[config.mk]
export PLATFORM = sky130hd
export DESIGN_NAME = hoplite_inject_ctrl
export DESIGN_NICKNAME = d
export VERILOG_FILES = /design/src/rtl/hoplite_inject_ctrl.sv
export SDC_FILE = /design/constraint.sdc
export NUM_CORES = 1
export LEC_CHECK = 0
export ABC_AREA = 0
export BUFFER_PORTS_ARGS = -buffer_cell sky130_fd_sc_hd__buf_2
export CAP_MARGIN = 20
export CORE_AREA = 5 5 183 185
export CTS_CLUSTER_DIAMETER = 40
export DETAILED_ROUTE_END_ITERATION = 10
export DIE_AREA = 0 0 188 190
export GPL_ROUTABILITY_DRIVEN = 0
export PLACE_DENSITY = 0.73
export SLEW_MARGIN = 0
export SYNTH_ARGS = -nofsm -noshare
export SYNTH_HDL_FRONTEND = slang
export SYNTH_SLANG_ARGS = --single-unit
[constraint.sdc]
create_clock -name clk -period 5.2 [get_ports clk]
set_input_delay 0.52 -clock clk [delete_from_list [all_inputs] [get_ports clk]]
set_output_delay 0.52 -clock clk [all_outputs]
set_load 0.01 [all_outputs]
[src/rtl/hoplite_inject_ctrl.sv]
// hoplite_inject_ctrl
// Buffers matrix elements produced by a compute core, tags each with a Hoplite
// destination {x, y} and an end-of-matrix "last" bit, and injects them into the
// router through a first-word-fall-through FIFO. A small IDLE/SEND/DONE FSM
// emits a one-cycle done pulse once the end-marked packet has left.
//
// Ports:
//   clk, resetn                  clock, asynchronous active-low reset
//   in_matrix / in_matrix_en     payload and its write strobe
//   in_position / in_position_en destination {x, y} load
//   in_end_row                   advance destination Y (mod 2^COORD_WIDTH)
//   in_end                       end of matrix (marks push, or pushes terminator)
//   fifo_full                    FIFO holds FIFO_DEPTH entries
//   pkt_valid/pkt_data/pkt_ready injection handshake, pkt_data = {last,x,y,data}
//   busy, done, overflow         status (overflow is sticky until reset)
//   pkt_count                    popped-packet counter, only with HOPLITE_PKT_COUNT_EN
//
// Optional feature macro: HOPLITE_PKT_COUNT_EN
module hoplite_inject_ctrl #(
  parameter int FIFO_DEPTH  = 8,
  parameter int DATA_WIDTH  = 32,
  parameter int COORD_WIDTH = 4
) (
  input  logic                                  clk,
  input  logic                                  resetn,
  input  logic [DATA_WIDTH-1:0]                 in_matrix,
  input  logic                                  in_matrix_en,
  input  logic [2*COORD_WIDTH-1:0]              in_position,
  input  logic                                  in_position_en,
  input  logic                                  in_end_row,
  input  logic                                  in_end,
  output logic                                  fifo_full,
  output logic                                  pkt_valid,
  output logic [DATA_WIDTH+2*COORD_WIDTH:0]     pkt_data,
  input  logic                                  pkt_ready,
  output logic                                  busy,
  output logic                                  done,
  output logic                                  overflow
`ifdef HOPLITE_PKT_COUNT_EN
  ,
  output logic [15:0]                           pkt_count
`endif
);

  localparam int PTR_W = $clog2(FIFO_DEPTH);
  localparam int CNT_W = PTR_W + 1;
  localparam int POS_W = 2 * COORD_WIDTH;
  localparam int PKT_W = DATA_WIDTH + POS_W + 1;
  localparam logic [CNT_W-1:0] DEPTH_C = CNT_W'(FIFO_DEPTH);
  localparam logic [CNT_W-1:0] ZERO_C  = {CNT_W{1'b0}};

  typedef enum logic [1:0] {
    ST_IDLE = 2'd0,
    ST_SEND = 2'd1,
    ST_DONE = 2'd2
  } state_e;

  state_e             state_q, state_d;
  logic [CNT_W-1:0]   count_q, count_d;
  logic [PTR_W-1:0]   wr_ptr_q, wr_ptr_d;
  logic [PTR_W-1:0]   rd_ptr_q, rd_ptr_d;
  logic [POS_W-1:0]   dest_q, dest_d;
  logic [PKT_W-1:0]   mem_q [FIFO_DEPTH];
  logic [PKT_W-1:0]   mem_d [FIFO_DEPTH];
  logic               pkt_valid_q, pkt_valid_d;
  logic               busy_q, busy_d;
  logic               done_q, done_d;
  logic               overflow_q, overflow_d;
  logic               fifo_full_q, fifo_full_d;

  logic               push_req_s, push_s, pop_s, pop_last_s;
  logic [POS_W-1:0]   dest_eff_s;
  logic [PKT_W-1:0]   entry_s, head_s;

  // FIFO datapath, destination tracking and overflow detection
  always_comb begin
    push_req_s = in_matrix_en | in_end;
    head_s     = mem_q[rd_ptr_q];
    pop_s      = pkt_valid_q & pkt_ready;
    pop_last_s = pop_s & head_s[PKT_W-1];

    // A position load in the same cycle as a push tags that push.
    if (in_position_en) dest_eff_s = in_position;
    else                dest_eff_s = dest_q;

    // in_end alone pushes a zero-payload terminator.
    if (in_matrix_en) entry_s = {in_end, dest_eff_s, in_matrix};
    else              entry_s = {1'b1, dest_eff_s, {DATA_WIDTH{1'b0}}};

    // Fullness is judged before any same-cycle pop: no push-through.
    if (push_req_s && (count_q != DEPTH_C)) push_s = 1'b1;
    else                                    push_s = 1'b0;

    if (push_req_s && (count_q == DEPTH_C)) overflow_d = 1'b1;
    else                                    overflow_d = overflow_q;

    // Row advance applies after the push has taken the current destination.
    if (in_end_row) dest_d = {dest_eff_s[POS_W-1:COORD_WIDTH],
                              dest_eff_s[COORD_WIDTH-1:0] + COORD_WIDTH'(1)};
    else            dest_d = dest_eff_s;

    mem_d = mem_q;
    if (push_s) mem_d[wr_ptr_q] = entry_s;
    else        mem_d = mem_q;

    if (push_s) wr_ptr_d = wr_ptr_q + PTR_W'(1);
    else        wr_ptr_d = wr_ptr_q;

    if (pop_s) rd_ptr_d = rd_ptr_q + PTR_W'(1);
    else       rd_ptr_d = rd_ptr_q;

    case ({push_s, pop_s})
      2'b10:   count_d = count_q + CNT_W'(1);
      2'b01:   count_d = count_q - CNT_W'(1);
      default: count_d = count_q;
    endcase
  end

  // FSM next state; a popped last entry wins from IDLE or SEND
  always_comb begin
    state_d = state_q;
    case (state_q)
      ST_IDLE, ST_SEND: begin
        if (pop_last_s)             state_d = ST_DONE;
        else if (count_d != ZERO_C) state_d = ST_SEND;
        else                        state_d = ST_IDLE;
      end
      ST_DONE: state_d = ST_IDLE;
      default: state_d = ST_IDLE;
    endcase
  end

  // Next values of the registered status outputs
  always_comb begin
    pkt_valid_d = (count_d != ZERO_C) && (state_d != ST_DONE);
    busy_d      = (count_d != ZERO_C) || (state_d != ST_IDLE);
    done_d      = (state_d == ST_DONE);
    fifo_full_d = (count_d == DEPTH_C);
  end

  // FSM state register
  always_ff @(posedge clk or negedge resetn) begin
    if (!resetn) begin
      state_q <= ST_IDLE;
    end else begin
      state_q <= state_d;
    end
  end

  // FIFO storage, pointers, destination and status registers
  always_ff @(posedge clk or negedge resetn) begin
    if (!resetn) begin
      count_q     <= {CNT_W{1'b0}};
      wr_ptr_q    <= {PTR_W{1'b0}};
      rd_ptr_q    <= {PTR_W{1'b0}};
      dest_q      <= {POS_W{1'b0}};
      pkt_valid_q <= 1'b0;
      busy_q      <= 1'b0;
      done_q      <= 1'b0;
      overflow_q  <= 1'b0;
      fifo_full_q <= 1'b0;
      for (int i = 0; i < FIFO_DEPTH; i++) mem_q[i] <= {PKT_W{1'b0}};
    end else begin
      count_q     <= count_d;
      wr_ptr_q    <= wr_ptr_d;
      rd_ptr_q    <= rd_ptr_d;
      dest_q      <= dest_d;
      pkt_valid_q <= pkt_valid_d;
      busy_q      <= busy_d;
      done_q      <= done_d;
      overflow_q  <= overflow_d;
      fifo_full_q <= fifo_full_d;
      for (int i = 0; i < FIFO_DEPTH; i++) mem_q[i] <= mem_d[i];
    end
  end

`ifdef HOPLITE_PKT_COUNT_EN
  logic [15:0] pkt_count_q, pkt_count_d;

  // Popped-packet counter, wraps naturally at 16 bits
  always_comb begin
    if (pop_s) pkt_count_d = pkt_count_q + 16'd1;
    else       pkt_count_d = pkt_count_q;
  end

  // Packet counter register
  always_ff @(posedge clk or negedge resetn) begin
    if (!resetn) begin
      pkt_count_q <= 16'd0;
    end else begin
      pkt_count_q <= pkt_count_d;
    end
  end

  assign pkt_count = pkt_count_q;
`endif

  assign pkt_data  = head_s;
  assign pkt_valid = pkt_valid_q;
  assign busy      = busy_q;
  assign done      = done_q;
  assign overflow  = overflow_q;
  assign fifo_full = fifo_full_q;

endmodule
==> run metrics <==
status=finished, violations left; failing checks=hold timing; FMAX=between 200 and 300 MHz; max-slew violation count=0; clock buffer depth=3; pwr/cell area=699.5 nW/um2; Post-Syn Nets=1408; Synth Area in Adders=less than 1%; # setup viols final=0; initial core utilization=48.89%; Initial DRC Count=632; Final #Nets=1470; Final Hold Fails=5; Synth Register Bits=between 300 and 400; share of cells above drive strength 1=23.24%; RSZ-0062 raised after global routing=no; worst path cell trace=buf_4 -> mux4_2 -> mux2_2 -> buf_2; post-CTS sizing=0; reg2reg setup slack=2040 ps; cts hold-fix bufs=0; fillers=around 2600; multiplexer area fraction after synthesis=approximately 16%; TritonCTS buffer count=50; CTS HTree Levels=2; Post-Syn Area=15580 um2; Synth Area per Inst=11.50 um2; Critical Path Slowest Stage Cell=dfrtp_4; HPWL Detailed=20.64 mm; Crit path largest cell delay=1130 ps; post-synthesis sequential area ratio=between 50 and 60%; DRT Pass-1 Iters=5; reg2reg end=pkt_valid; vias per cell=5.550; Max IR drop VDD=0.3723 mV; P_leak=approximately 8.1 nW; post-synthesis compound-gate area fraction=11.16%; detailed-route wire length per cell=19.15 um; gr usage total=20.65%; largest family of logic cells by synthesized area=multiplexers; Syn Inst Count=~1400; routed wire length=~36 mm; WP data required=4680 ps; I/O Buffers=92; most frequent cells in the layout=nand2_1, dfrtp_1, o21ai_0; Die Y=190 um; root buffer cell=clkbuf_16; die width=188 um; die area=35720 um2; vias in the first global route=10910; final instance area=about 18000 um2; dpl ws=around 2100 ps; Reg clk slew, reported paths=~50 ps; Critical Path AT=2970 ps; via count=10360; TritonCTS clock tree=done; Area after DPL=16020 um2; drc violations=0; worst clock skew=15.97 ps; Antenna Nets Post-Route=0; pin count of the biggest net entering global routing=117; Slew @ Worst Pin=around 1100 ps; GR Overflow Total=0; CP Launch Type=flop; Ys Warns=0; post-synthesis cell type count=43; Diodes inserted=0; Critical Path End Type=primary output; Setup CP Type=flop to primary output; fin crit period=3491 ps; worst r2r src=count_q[0]; simple-gate share of the synthesized area=11.19%; core area=between 30000 and 40000 um2; post-synthesis xor/xnor area fraction=0.5621%; worst-skew pair later-pin latency=roughly 550 ps; number of flops mapped to enable cells by yosys=0; Setup WS post-layout=1709 ps; Async S/R FF share, synth=100.0%; initial antenna violation count=0; Rel. slew slack=28.83%; I/O Pins=93; first-pass GRT wire length=59.23 mm; Num Clock Sinks=351; post-CTS setup buffer count=0; Setup TNS Final=0 ps; hold crit path type=input port to asynchronous set/reset pin; prevailing post-synth register cell=dfrtp_1; number of cell rows=66; CP Max Fanout=68; most common cell after layout, fill and taps aside=nand2_1; area grow syn2layout=14.58%; Max-Cap Viols=0; Final period util=67.13%; worst-case reg-to-reg path depth=10; worst hold slack=-31.06 ps
## power by group
part / internal, mW / switching [mW] / total [mW]
clock: 2.33 / 1.26 / 3.59
sequential: 3.91 / 0.848 / 4.76
combinational: 1.98 / 2.16 / 4.14
total: 8.23 / 4.26 / 12.5
## state kept, by name, summed over array words and instances (netlist names)
register,flops
mem_q,328
dest_q,8
count_q,4
rd_ptr_q,3
wr_ptr_q,3
busy,1
done,1
fifo_full,1
overflow,1
pkt_valid,1
## how the worst max path moves through the flow
| stage | startpoint | end | cells past startpoint |
|---|---|---|---|
| 6_report | rd_ptr_q[1] | pkt_data[30] | 4 |
| 5_1_grt | rd_ptr_q[0] | pkt_data[40] | 5 |
| 4_1_cts | rd_ptr_q[1] | pkt_data[30] | 4 |
| 3_5_place_dp | count_q[0] | pkt_valid | 10 |
| 3_3_place_gp | count_q[0] | pkt_valid | 10 |
| 2_1_floorplan | count_q[1] | fifo_full | 11 |
## cell usage after synthesis (3+ instances only)
cell	instances	area, um2
nand2_1	368	1381
dfrtp_1	351	8783
o21ai_0	278	1391
mux4_2	80	1802
o21ai_1	51	255.2
mux2_2	46	518.0
buf_2	34	170.2
buf_6	34	382.9
clkbuf_1	19	71.32
mux2i_1	10	100.1
inv_1	8	30.03
xnor2_1	7	61.31
ha_1	6	75.07
nor2b_1	5	31.28
buf_4	4	30.03
nand2b_1	4	25.02
nand4_4	4	85.08
nand4b_4	4	95.09
nor2_1	4	15.01
and2_1	3	18.77
clkbuf_2	3	15.01
clkbuf_4	3	22.52
xor2_1	3	26.28
## worst max-delay path: cells and delay by family (launching register included)
| family | cells | cell delay [ps] |
|---|---|---|
| flip-flops | 1 | 1130 |
| buffers and inverters | 2 | 620 |
| multiplexers | 2 | 680 |
## logic make-up (layout without fill, tap and decap cells)
kind of cell | Yosys count | count (layout)
AO/OA/AOI/OAI | 340 | 340
buffers and inverters | 108 | 212
XOR/XNOR | 10 | 10
AND/OR/NAND/NOR | 404 | 404
adder cells (fa/ha/maj) | 6 | 6
flip-flops | 351 | 351
multiplexers | 136 | 136
## per-layer routing
metal | routed length [um] | vias up | global-route usage (%) | part of all wire [%]
met3 | 1694 | 63 | 2.991 | 4.7
met4 | 909 | 0 | 6.211 | 2.5
met2 | 17890 | 241 | 35.35 | 50
li1 | - | 4856 | - | -
met1 | 15250 | 5202 | 27.69 | 43
met5 | 0 | - | 0 | 0
## layout make-up
cell class / instances / area [um2] / share of cell area, %
sequential: 351 / 8792 / 49.24
inverter: 9 / 33.78 / 0.1892
multi-input combinational: 896 / 6066 / 33.97
clock inverter: 26 / 354.1 / 1.983
clock buffer: 68 / 1463 / 8.192
tap: 408 / 510.5 / 2.859
timing repair buffer: 109 / 635.6 / 3.560
## stage by stage
stage,total power [mW],utilization (%),hold slack (ps),cells
final,12.49,56.01,-31.06,1867
after global routing,13.32,56.01,58.62,1867
after CTS,12.61,55.95,27.51,1866
after detailed placement,8.949,50.25,465.7,1772
after global placement,8.733,50.25,455.7,1772
after floorplan,7.746,-,224.4,1355
(Power assumes the default switching activity.)
